<file path="config.mk">
export PLATFORM = sky130hd
export DESIGN_NAME = valid_dirty_ram
export DESIGN_NICKNAME = d
export VERILOG_FILES = /design/src/rtl/valid_dirty_ram.sv
export SDC_FILE = /design/constraint.sdc
export NUM_CORES = 1
export LEC_CHECK = 0
export CAP_MARGIN = 20
export CORE_MARGIN = 10
export CORE_UTILIZATION = 35
export DETAILED_ROUTE_END_ITERATION = 10
export PLACE_DENSITY_LB_ADDON = 0.05
export SYNTH_ARGS = -nofsm -noshare
export SYNTH_HDL_FRONTEND = slang
export SYNTH_SLANG_ARGS = --single-unit
</file>
<file path="constraint.sdc">
create_clock -name clk -period 3.25 [get_ports clk]
set_input_delay 0.65 -clock clk [delete_from_list [all_inputs] [get_ports clk]]
set_output_delay 0.65 -clock clk [all_outputs]
set_load 0.01 [all_outputs]
</file>
<file path="src/rtl/valid_dirty_ram.sv">
// Per-way valid/dirty status array for the set-associative data cache, with a
// flush engine that invalidates every entry or hands dirty ones to write-back first.
module valid_dirty_ram #(
    parameter  int INDEX_W = 5,
    localparam int WAY_W   = 1,
    localparam int WAYS    = 2**WAY_W
) (
    input  logic               clk,
    input  logic               rst,
    input  logic [INDEX_W-1:0] index,
    input  logic               w_en,
    input  logic [WAYS-1:0]    way_sel,
    input  logic               valid_in,
    input  logic               dirty_in,
    output logic [WAYS-1:0]    valid_out,
    output logic [WAYS-1:0]    dirty_out,
    input  logic               flush_req,
    input  logic               flush_wb,
    output logic               flush_busy,
    output logic               flush_done,
    output logic               wb_valid,
    input  logic               wb_ready,
    output logic [INDEX_W-1:0] wb_index,
    output logic [WAY_W-1:0]   wb_way
);

    localparam int SETS  = 2**INDEX_W;
    localparam int CNT_W = INDEX_W + WAY_W;

    localparam logic [1:0] IDLE    = 2'd0;
    localparam logic [1:0] SCAN    = 2'd1;
    localparam logic [1:0] WB_WAIT = 2'd2;
    localparam logic [1:0] DONE    = 2'd3;

    logic [1:0]         state;
    logic [1:0]         nextState;
    logic [CNT_W-1:0]   scanCnt;
    logic               flushMode;

    logic [WAYS-1:0]    validMem [SETS];
    logic [WAYS-1:0]    dirtyMem [SETS];

    logic [INDEX_W-1:0] scanSet;
    logic [WAY_W-1:0]   scanWay;
    logic               scanLast;
    logic               holdForWb;
    logic               clearEntry;
    logic               writeEn;

    // Scan counter is {set, way} so the way index advances fastest.
    assign scanSet  = scanCnt[CNT_W-1:WAY_W];
    assign scanWay  = scanCnt[WAY_W-1:0];
    assign scanLast = (scanCnt == '1);

    assign holdForWb  = flushMode & validMem[scanSet][scanWay] & dirtyMem[scanSet][scanWay];
    assign clearEntry = ((state == SCAN) && !holdForWb) || ((state == WB_WAIT) && wb_ready);
    assign writeEn    = (state == IDLE) && w_en;

    always_comb begin
        nextState = state;
        case (state)
            IDLE:    if (flush_req) nextState = SCAN;
            SCAN: begin
                if (holdForWb)     nextState = WB_WAIT;
                else if (scanLast) nextState = DONE;
            end
            WB_WAIT: if (wb_ready) nextState = scanLast ? DONE : SCAN;
            DONE:    nextState = IDLE;
            default: nextState = IDLE;
        endcase
    end

    // NOTE: sequential state uses non-blocking assignments so every flop samples pre-edge values.
    always_ff @(posedge clk or negedge rst) begin
        if (!rst) begin
            state     <= IDLE;
            scanCnt   <= '0;
            flushMode <= 1'b0;
        end else begin
            state <= nextState;
            if ((state == IDLE) && flush_req) begin
                flushMode <= flush_wb;
                scanCnt   <= '0;
            end else if (clearEntry && !scanLast) begin
                scanCnt <= scanCnt + CNT_W'(1);
            end
        end
    end

    // NOTE: the status array is reset on purpose: stale valid bits after reset would fake cache hits.
    always_ff @(posedge clk or negedge rst) begin
        if (!rst) begin
            for (int s = 0; s < SETS; s++) begin
                validMem[s] <= '0;
                dirtyMem[s] <= '0;
            end
        end else if (writeEn) begin
            for (int w = 0; w < WAYS; w++) begin
                if (way_sel[w]) begin
                    validMem[index][w] <= valid_in;
                    dirtyMem[index][w] <= valid_in & dirty_in;
                end
            end
        end else if (clearEntry) begin
            validMem[scanSet][scanWay] <= 1'b0;
            dirtyMem[scanSet][scanWay] <= 1'b0;
        end
    end

    assign valid_out  = validMem[index];
    assign dirty_out  = dirtyMem[index];

    assign flush_busy = (state != IDLE);
    assign flush_done = (state == DONE);
    assign wb_valid   = (state == WB_WAIT);
    assign wb_index   = scanSet;
    assign wb_way     = scanWay;

endmodule
</file>
Yosys cells after proc, flatten, opt, wreduce, memory -nomap -nowiden

Cells that the tools add are included.

Input port bits: 15
Output and inout port bits: 13
Logic and storage cells: 151
Flip-flop bits (word level): 137

$add $sub $neg: 1
Reduce and logical (&&, ||, !) cells: 16
Bitwise logic cells: 8
$lt $le $gt $ge: 6
Muxes and demuxes: 46
Equal/unequal tests: 7

Operators by type and width:

| cell                                                                  | number |
|---|---|
| 64-bit two-way mux                                                    | 10 |
| 64-bit bitwise mux                                                    | 4 |
| 64-bit bitwise AND                                                    | 2 |
| 64-bit inverter                                                       | 1 |
| 2-bit binary-select mux with 5-bit select                             | 4 |
| 2-bit demux with 5-bit select                                         | 3 |
| 2-bit two-way mux                                                     | 15 |
| 6-bit >= comparator, second input constant                            | 2 |
| 6-bit by 1-bit < comparator with 1-bit output, second input constant  | 2 |
| 6-bit two-way mux                                                     | 2 |
| 5-bit inverter with 6-bit output                                      | 2 |
| 1-bit logical AND                                                     | 8 |
| 2-bit case mux with 4 select lines                                    | 1 |
| 6-bit by 1-bit adder with 6-bit output, second input constant         | 1 |
| 6-bit equality test, second input constant                            | 1 |
| 1-bit two-way mux                                                     | 6 |
| 2-bit nonzero test                                                    | 3 |
| 2-bit equality test, second input constant                            | 2 |
| 1-bit bitwise AND                                                     | 3 |
| 3-bit inequality test, second input constant                          | 1 |
| 3-bit AND reduction                                                   | 1 |
| 2-bit by 1-bit equality test with 1-bit output, second input constant | 1 |
| 1-bit logical NOT                                                     | 2 |
| 2-bit logical NOT                                                     | 1 |
| other kinds (6)                                                       | 6 |

Depth between registers and ports, before layout

Gate-level depths: netlist (run 1).

Depth in word-level cells: 14
Gate-level depth with buffers: 13
Gate-level depth less buffers: 8

Worst setup path before layout (run 1)

No wires, ideal clock.

Kind: input port to output port
Start point: input port index[0]
End point: output port dirty_out[0]
Arrival time: 2.239 ns
Slack: 0.361 ns
Stages: 5
Path buffers: 2
Data required time: 2.600 ns
Cell sequence: clkbuf_1 buf_1 mux4_2 a22oi_1 nand4_1

Word-level cells in the longest chain between the ends: 4

RTL lines:

| item                                                   | line | text |
|---|---|---|
| start, declared                                        | 10   | `input logic [INDEX_W-1:0] index,` |
| 5-bit inverter with 6-bit output (implied by the code) | 111  | `assign dirty_out = dirtyMem[index];` |
| 2-bit binary-select mux with 5-bit select              | 111  |  |
| 2-bit two-way mux (implied by the code) (2 in a row)   | 111  |  |
| end, declared                                          | 16   | `output logic [WAYS-1:0] dirty_out,` |

Every way passes these cells. The select of a mux whose other input is x is not followed.

Final worst setup path (run 1)

Start point: register scanCnt[1]
End point: register validMem[60] (netlist bit)

Word-level cells in the longest chain between the ends: 12

RTL lines:

| item                                                       | line    | text |
|---|---|---|
| start, declared                                            | 37      | `logic [CNT_W-1:0] scanCnt;` |
| start signal, assigned                                     | 85      | `scanCnt <= scanCnt + CNT_W'(1);` |
| 5-bit inverter with 6-bit output (implied by the code) (*) | 55, 105 |  |
| 2-bit binary-select mux with 5-bit select                  | 55      | `assign holdForWb = flushMode & validMem[scanSet][scanWay] & dirtyMem[scanSet][scanWay];` |
| 2-bit two-way mux (implied by the code) (2 in a row)       | 55      |  |
| 1-bit two-way mux (implied by the code) (2 in a row)       | 55      |  |
| 1-bit bitwise AND (2 in a row)                             | 55      |  |
| 1-bit logical NOT                                          | 56      | `assign clearEntry = ((state == SCAN) && !holdForWb) \|\| ((state == WB_WAIT) && wb_ready);` |
| 1-bit logical AND                                          | 56      |  |
| 1-bit logical OR                                           | 56      |  |
| 2-bit nonzero test (no source line)                        | -       |  |
| end signal, assigned by index                              | 100     | `validMem[index][w] <= valid_in;` |
| end, declared                                              | 40      | `logic [WAYS-1:0] validMem [SETS];` |

Mark *: on every way between the ends. The rest lies on a longest branch, timed or not. The select of a mux whose other input is x is not followed.
A chain may end at the register's enable or synchronous reset.

==> results of run 1 <==
-- Yosys cell counts, types with 2 or more instances --
| master | instances | area (µm²) |
|---|---|---|
| a21oi_1 | 33 | 165 |
| or2_2 | 3 | 18.8 |
| nand3_1 | 33 | 165 |
| buf_6 | 13 | 146 |
| mux2i_1 | 42 | 420 |
| mux2_2 | 7 | 78.8 |
| mux4_1 | 5 | 131 |
| o211ai_1 | 2 | 15.0 |
| a2bb2oi_1 | 2 | 17.5 |
| a211oi_1 | 29 | 218 |
| clkbuf_2 | 2 | 10.0 |
| dfrtp_1 | 137 | 3430 |
| inv_1 | 3 | 11.3 |
| a31oi_1 | 3 | 18.8 |
| clkbuf_1 | 48 | 180 |
| and2_1 | 5 | 31.3 |
| nand2b_1 | 5 | 31.3 |
| and2b_2 | 2 | 17.5 |
| o21ai_2 | 2 | 17.5 |
| nor3b_1 | 3 | 22.5 |
| o22ai_1 | 114 | 713 |
| o21ai_0 | 114 | 571 |
| o211a_1 | 2 | 20.0 |
| nand2_1 | 47 | 176 |
| or3_1 | 3 | 18.8 |
| a211oi_2 | 29 | 363 |
| nor2_1 | 40 | 150 |
| nor2b_1 | 9 | 56.3 |
| clkbuf_8 | 8 | 110 |
| nand4_1 | 11 | 68.8 |
| and3_1 | 9 | 56.3 |
| or2b_1 | 2 | 15.0 |
| buf_2 | 3 | 15.0 |
| a21oi_2 | 7 | 61.3 |
| nor3_1 | 5 | 25.0 |
| buf_4 | 3 | 22.5 |
| a2111oi_0 | 3 | 26.3 |
| nor4_1 | 2 | 12.5 |
| a22oi_1 | 21 | 158 |
| buf_1 | 7 | 26.3 |
| mux4_2 | 35 | 788 |
-- layout make-up --
class | count | area, µm²
clock buffers | 20 | 457
well taps | 330 | 413
flip-flops and latches | 137 | 3430
repair buffers | 82 | 805
multi-input cells | 654 | 4950
fillers | 2470 | 14900
inverters | 4 | 15.0
diodes | 2 | 5.00
clock inverters | 12 | 116
-- power by group through the flow --
stage	sequential (mW)	combinational [mW]	clock [mW]
6_report	2.10	3.15	1.95
5_1_grt	2.11	3.35	2.04
4_1_cts	2.11	3.03	1.96
3_5_place_dp	2.14	3.02	0
3_3_place_gp	2.14	3.00	0
2_1_floorplan	2.01	2.14	0
-- worst reg2reg max path: cells and delay by family, from the launching register on --
kind	cells	cell delay, ns
compound gates	5	1.44
mux	1	0.63
flops	1	0.44
buf+inv	2	0.43
-- flip-flops by register name (all words and copies together) (netlist names) --
| signal | cells |
|---|---|
| scanCnt | 6 |
| flushMode | 1 |
| dirtyMem | 64 |
| state | 2 |
| validMem | 64 |
-- through the flow --
step	TNS [ns]	setup WS, ns	std cells	hold WS [ns]
floorplan	0	0.361	880	0.354
global placement	-0.134	-0.0419	1206	0.531
detailed placement	-0.0562	-0.0290	1206	0.560
CTS	0	0.00939	1238	0.249
global route	0	0.0198	1239	0.276
finish	0	0.159	1241	0.220
-- metal layers --
layer,GRT usage,up-vias,part of all wire
met5,0,-,0
met1,0.302,4196,0.45
met4,0.0591,0,0.017
li1,-,3512,-
met3,0.0520,37,0.075
met2,0.338,362,0.46
-- kinds of logic (layout without fill, tap and decap cells) --
group | Yosys count | count (layout) | synth area share
adders and majority gates | 1 | 1 | 0.00141
AOI/OAI and AO/OA | 378 | 378 | 0.288
buffers and inverters | 89 | 118 | 0.0609
DFF | 137 | 137 | 0.386
other | 0 | 2 | 0
muxes | 89 | 89 | 0.160
and+or+nand+nor | 186 | 186 | 0.105
-- how the worst min path moves through the flow --
| stage | startpoint | to | cells past startpoint |
|---|---|---|---|
| 2_1_floorplan | rst | dirtyMem[0] | 0 |
| 3_3_place_gp | flushMode | flushMode | 1 |
| 3_5_place_dp | flushMode | flushMode | 1 |
| 4_1_cts | rst | dirtyMem[62] | 1 |
| 5_1_grt | rst | validMem[16] | 1 |
| 6_report | rst | validMem[16] | 1 |
-- what timing repair did --
item / CTS / global route
resized for setup: 1 / 8
endpoints found under the setup margin: 4 / 66
setup buffers: 0 / 1
==> flow_metrics.env, run 1 <==
export IMPL_initial_utilization=0.354
export IMPL_clock_sinks=137
export IMPL_cp_required_ns=3.53
export IMPL_drc=0
export IMPL_crit_fanout=27
export IMPL_routed_via_density=6.53
export IMPL_wl_mm=35.0
export IMPL_internal_power_mw=4.13
export IMPL_nets=912
export IMPL_final_cell_area_mm2=0.0102
export IMPL_drt_first_pass_iters=5
export IMPL_cts_root_buf="clkbuf_16"
export IMPL_cp_num_cells=8
export IMPL_fin_crit_ns=3.09
export IMPL_syn_instance_count=880
export IMPL_rows=58
export IMPL_grt_pass1_vias=7929
export IMPL_die_w_um=179
export IMPL_clk_latency_ns=0.42
export IMPL_final_common_cell="dfrtp_1"
export IMPL_die_h_um=179
export IMPL_outcome="complete, no violations"
export IMPL_cp_buffers_inverters=2
export IMPL_synth_edf_count=0
export IMPL_setup_viol=0
export IMPL_maxSlewHeadroom=0.402
export IMPL_reg2regPathDepth=8
export IMPL_combPwrFrac=0.438
export IMPL_path_cells="buf_4, mux4_1, a221o_2, o21ai_2, o21ai_4, buf_12, a211oi_1, o22ai_1"
export IMPL_fmax_mhz=324
export IMPL_powerDensity_mw_per_mm2=707
export IMPL_worst_pin_slew_ns=0.894
export IMPL_power_leakage_nw=3.92
export IMPL_rsz0062_at_grt="false"
export IMPL_maxCapViolCount=0
export IMPL_critical_path_top_delay_family="compound AO/OA/AOI/OAI gates"
export IMPL_ir_drop_mv=0.567
export IMPL_slew_viol_final=0
export IMPL_crit_end="validMem[60]"
export IMPL_post_route_period_util=0.951
export IMPL_drive_above_1_share=0.212
export IMPL_hold_viol=0
export IMPL_dieArea_mm2=0.0322
export IMPL_antenna_found_initial=0
export IMPL_cts_max_level=4
export IMPL_skew_ns=0.00914
export IMPL_placedInstanceArea_mm2=0.00956
export IMPL_grt_pass1_wl_mm=52.8
export IMPL_synthesis_nets=896
export IMPL_crit_slowest_cell="mux4_1"
export IMPL_r2r_start="scanCnt[1]"
export IMPL_end_kind="flop"
export IMPL_design_portCount=28
export IMPL_io_buffer_count=27
export IMPL_p_sw_mw=3.08
export IMPL_hold_buffers=0
export IMPL_areaGrowthSynthToFinish_pct=14.8
export IMPL_path_clk_slew_ns=0.07
export IMPL_worstSetupStartpoint="scanCnt[1]"
export IMPL_power_switching_fraction=0.428
export IMPL_grt_usage=0.219
export IMPL_grt_ovfl_total=0
export IMPL_cts_buffers=17
export IMPL_fin_util=0.406
export IMPL_synthArstFlopShare=1.00
export IMPL_yosysUniqueCellTypes=68
export IMPL_final_cell_mix="136 x dfrtp_1, 114 x o21ai_0, 114 x o22ai_1, 46 x nand2_1, 45 x buf_4"
export IMPL_mappedNetlistArea_mm2=0.00888
export IMPL_seqPwrFrac=0.292
export IMPL_hp_class="in2async"
export IMPL_finalPower_mw=7.21
export IMPL_core_mm2=0.0251
export IMPL_ys_ff_latch=137
export IMPL_ys_warnings_count=0
export IMPL_p_clk_frac=0.271
export IMPL_vias=8107
export IMPL_ant_nets=0
export IMPL_path_class="reg2reg"
export IMPL_drt_iter0_markers=879
export IMPL_grt_max_degree=69
export IMPL_r2r_slack_ns=0.16
export IMPL_synth_avg_cell_area_um2=10.1
export IMPL_cts_max_path_buffers=2
export IMPL_place_hpwl_mm=25.0
export IMPL_r2r_end="validMem[60]"
export IMPL_worstPathArrival_ns=3.37
export IMPL_synth_main_ff_cell="dfrtp_1"
export IMPL_wl_per_cell_um=28.2
export IMPL_ys_seq_area_frac=0.386
export IMPL_critPathMaxStageDelay_ns=0.62
export IMPL_cts_tree="yes"
export IMPL_gp_congestion=0.961
export IMPL_cp_start_kind="flop"
(Power assumes the default switching activity.)
==> inputs of run 2 (changes only) <==
- CORE_MARGIN: 10 -> 2
- DONT_BUFFER_PORTS: not set -> 1
- MAX_ROUTING_LAYER: not set -> met4
==> run 2 against run 1 <==
Effect of this change:
- the flow now finishes with violations (hold timing)
- clock-buffer cell count shrank 1
- clock power grew 3%
- maximum frequency shrank 2.2%
- flip-flop and latch count is the same
- sequential share of layout area grew 1.5 points
==> flow_metrics.env, run 2 (same netlist as run 1, synthesis figures left out) <==
export IMPL_outcome="finished with violations"
export IMPL_violations="hold timing"
export IMPL_path_clk_slew_ns=0.07
export IMPL_cts_max_level=4
export IMPL_core_mm2=0.0250
export IMPL_final_setup_worst_slack_ns=0.0907
export IMPL_vias=7972
export IMPL_hp_class="in2async"
export IMPL_drt_first_pass_iters=5
export IMPL_rows=58
export IMPL_grt_pass1_wl_mm=53.0
export IMPL_drc=0
export IMPL_cts_setup_buffers=0
export IMPL_n_antenna_cell=0
export IMPL_wl_met1_mm=15.4
export IMPL_post_route_period_util=0.972
export IMPL_wl_mm=35.6
export IMPL_final_common_cell="dfrtp_1"
export IMPL_io_buffer_count=0
export IMPL_wl_met3_mm=2.91
export IMPL_maxCapViolCount=0
export IMPL_ir_drop_mv=0.297
export IMPL_final_cell_mix="135 x dfrtp_1, 114 x o21ai_0, 114 x o22ai_1, 46 x nand2_1, 42 x mux2i_1"
export IMPL_fin_crit_ns=3.16
export IMPL_seq_area_mm2=0.00343
export IMPL_design_portCount=28
export IMPL_grt_pass1_vias=7772
export IMPL_nets=874
export IMPL_gp_congestion=0.930
export IMPL_ant_nets=0
export IMPL_path_cells="buf_4, mux4_1, a21oi_1, nand4_1, o21ai_2, o21ai_4, buf_12, a211oi_1, o22ai_1"
export IMPL_cts_tree="yes"
export IMPL_fillers=2475
export IMPL_drive_above_1_share=0.203
export IMPL_fin_util=0.390
export IMPL_skew_ns=0.0101
export IMPL_worst_pin_slew_ns=1.02
export IMPL_largest_registers="dirtyMem (64), validMem (64), scanCnt (6)"
export IMPL_multiInputGateArea_mm2=0.00493
export IMPL_wl_per_cell_um=29.6
export IMPL_routed_via_density=6.64
export IMPL_highest_layer="met4"
export IMPL_worstPathArrival_ns=3.42
export IMPL_wl_met2_mm=16.5
export IMPL_place_hpwl_mm=24.1
export IMPL_dieArea_mm2=0.0267
export IMPL_clock_sinks=137
export IMPL_maxSlewHeadroom=0.321
export IMPL_cts_buffers=17
export IMPL_end_kind="flop"
export IMPL_cp_start_kind="flop"
export IMPL_critical_path_top_delay_family="compound AO/OA/AOI/OAI gates"
export IMPL_crit_slowest_cell="dfrtp_2"
export IMPL_drt_iter0_markers=953
export IMPL_antenna_found_initial=0
export IMPL_hold_viol=137
export IMPL_fmax_mhz=317
export IMPL_hold_slack_ns=-0.0880
export IMPL_areaGrowthSynthToFinish_pct=10.0
export IMPL_cp_buffers_inverters=2
export IMPL_post_place_ws_ns=0.178
export IMPL_die_w_um=163
export IMPL_cts_max_path_buffers=2
export IMPL_grt_ovfl_total=0
export IMPL_die_h_um=163
export IMPL_setup_viol=0
export IMPL_finalPower_mw=7.10
export IMPL_grt_usage=0.282
export IMPL_crit_fanout=27
export IMPL_powerDensity_mw_per_mm2=727
export IMPL_grt_max_degree=138
export IMPL_power_leakage_nw=3.69
export IMPL_critPathMaxStageDelay_ns=0.65
export IMPL_initial_utilization=0.355
export IMPL_r2r_slack_ns=0.09
export IMPL_path_class="reg2reg"
export IMPL_clk_latency_ns=0.43
export IMPL_cp_required_ns=3.51
export IMPL_slew_viol_final=0
export IMPL_cts_root_buf="clkbuf_16"
## run 2: per-layer routing
metal	vias up	track usage
met4	0	0.0720
met3	67	0.0686
met1	4100	0.377
met5	-	-
met2	384	0.429
li1	3421	-
## run 2: worst register-to-register path, delay by kind of cell, from the launching register on
kind,cells,cell delay (ns)
compound gates,5,1.13
buf+inv,2,0.45
flops,1,0.65
mux,1,0.56
simple gates,1,0.20
## run 2: power by group
group / total [mW] / switching (mW) / internal (mW)
Combinational: 3.00 / 1.93 / 1.07
Clock: 2.01 / 0.849 / 1.16
Sequential: 2.09 / 0.222 / 1.87
## run 2: timing repair
item / in CTS / in global routing
hold endpoints to repair: 137 / 137
resized for setup: 0 / 3
endpoints found under the setup margin: 0 / 23
## run 2: metrics by stage
stage / instances / TNS, ns / instance area (µm²)
finish: 1201 / 0 / 9770
global route: 1201 / -0.0403 / 9770
CTS: 1201 / 0 / 9760
detailed placement: 1169 / 0 / 9180
global placement: 1169 / 0 / 9180
floorplan: 880 / 0 / 8880
## run 2: final timing paths
kind	endpoint	from	cells past startpoint
setup / recovery	dirtyMem[5]	scanCnt[1]	9
hold / removal	dirtyMem[22]	rst	0
setup reg to reg	dirtyMem[5]	scanCnt[1]	9
hold reg to reg	flushMode	flushMode	1
max in group asynchronous	dirtyMem[31]	rst	0
min in group clk	flushMode	flush_wb	1
## run 2: final cells by class
class	instances	share of cell area
timing repair buffer	44	0.0402
inverter	4	0.00154
clock inverter	13	0.0147
multi-input combinational	654	0.505
clock buffer	19	0.0453
tap	330	0.0423
sequential	137	0.351
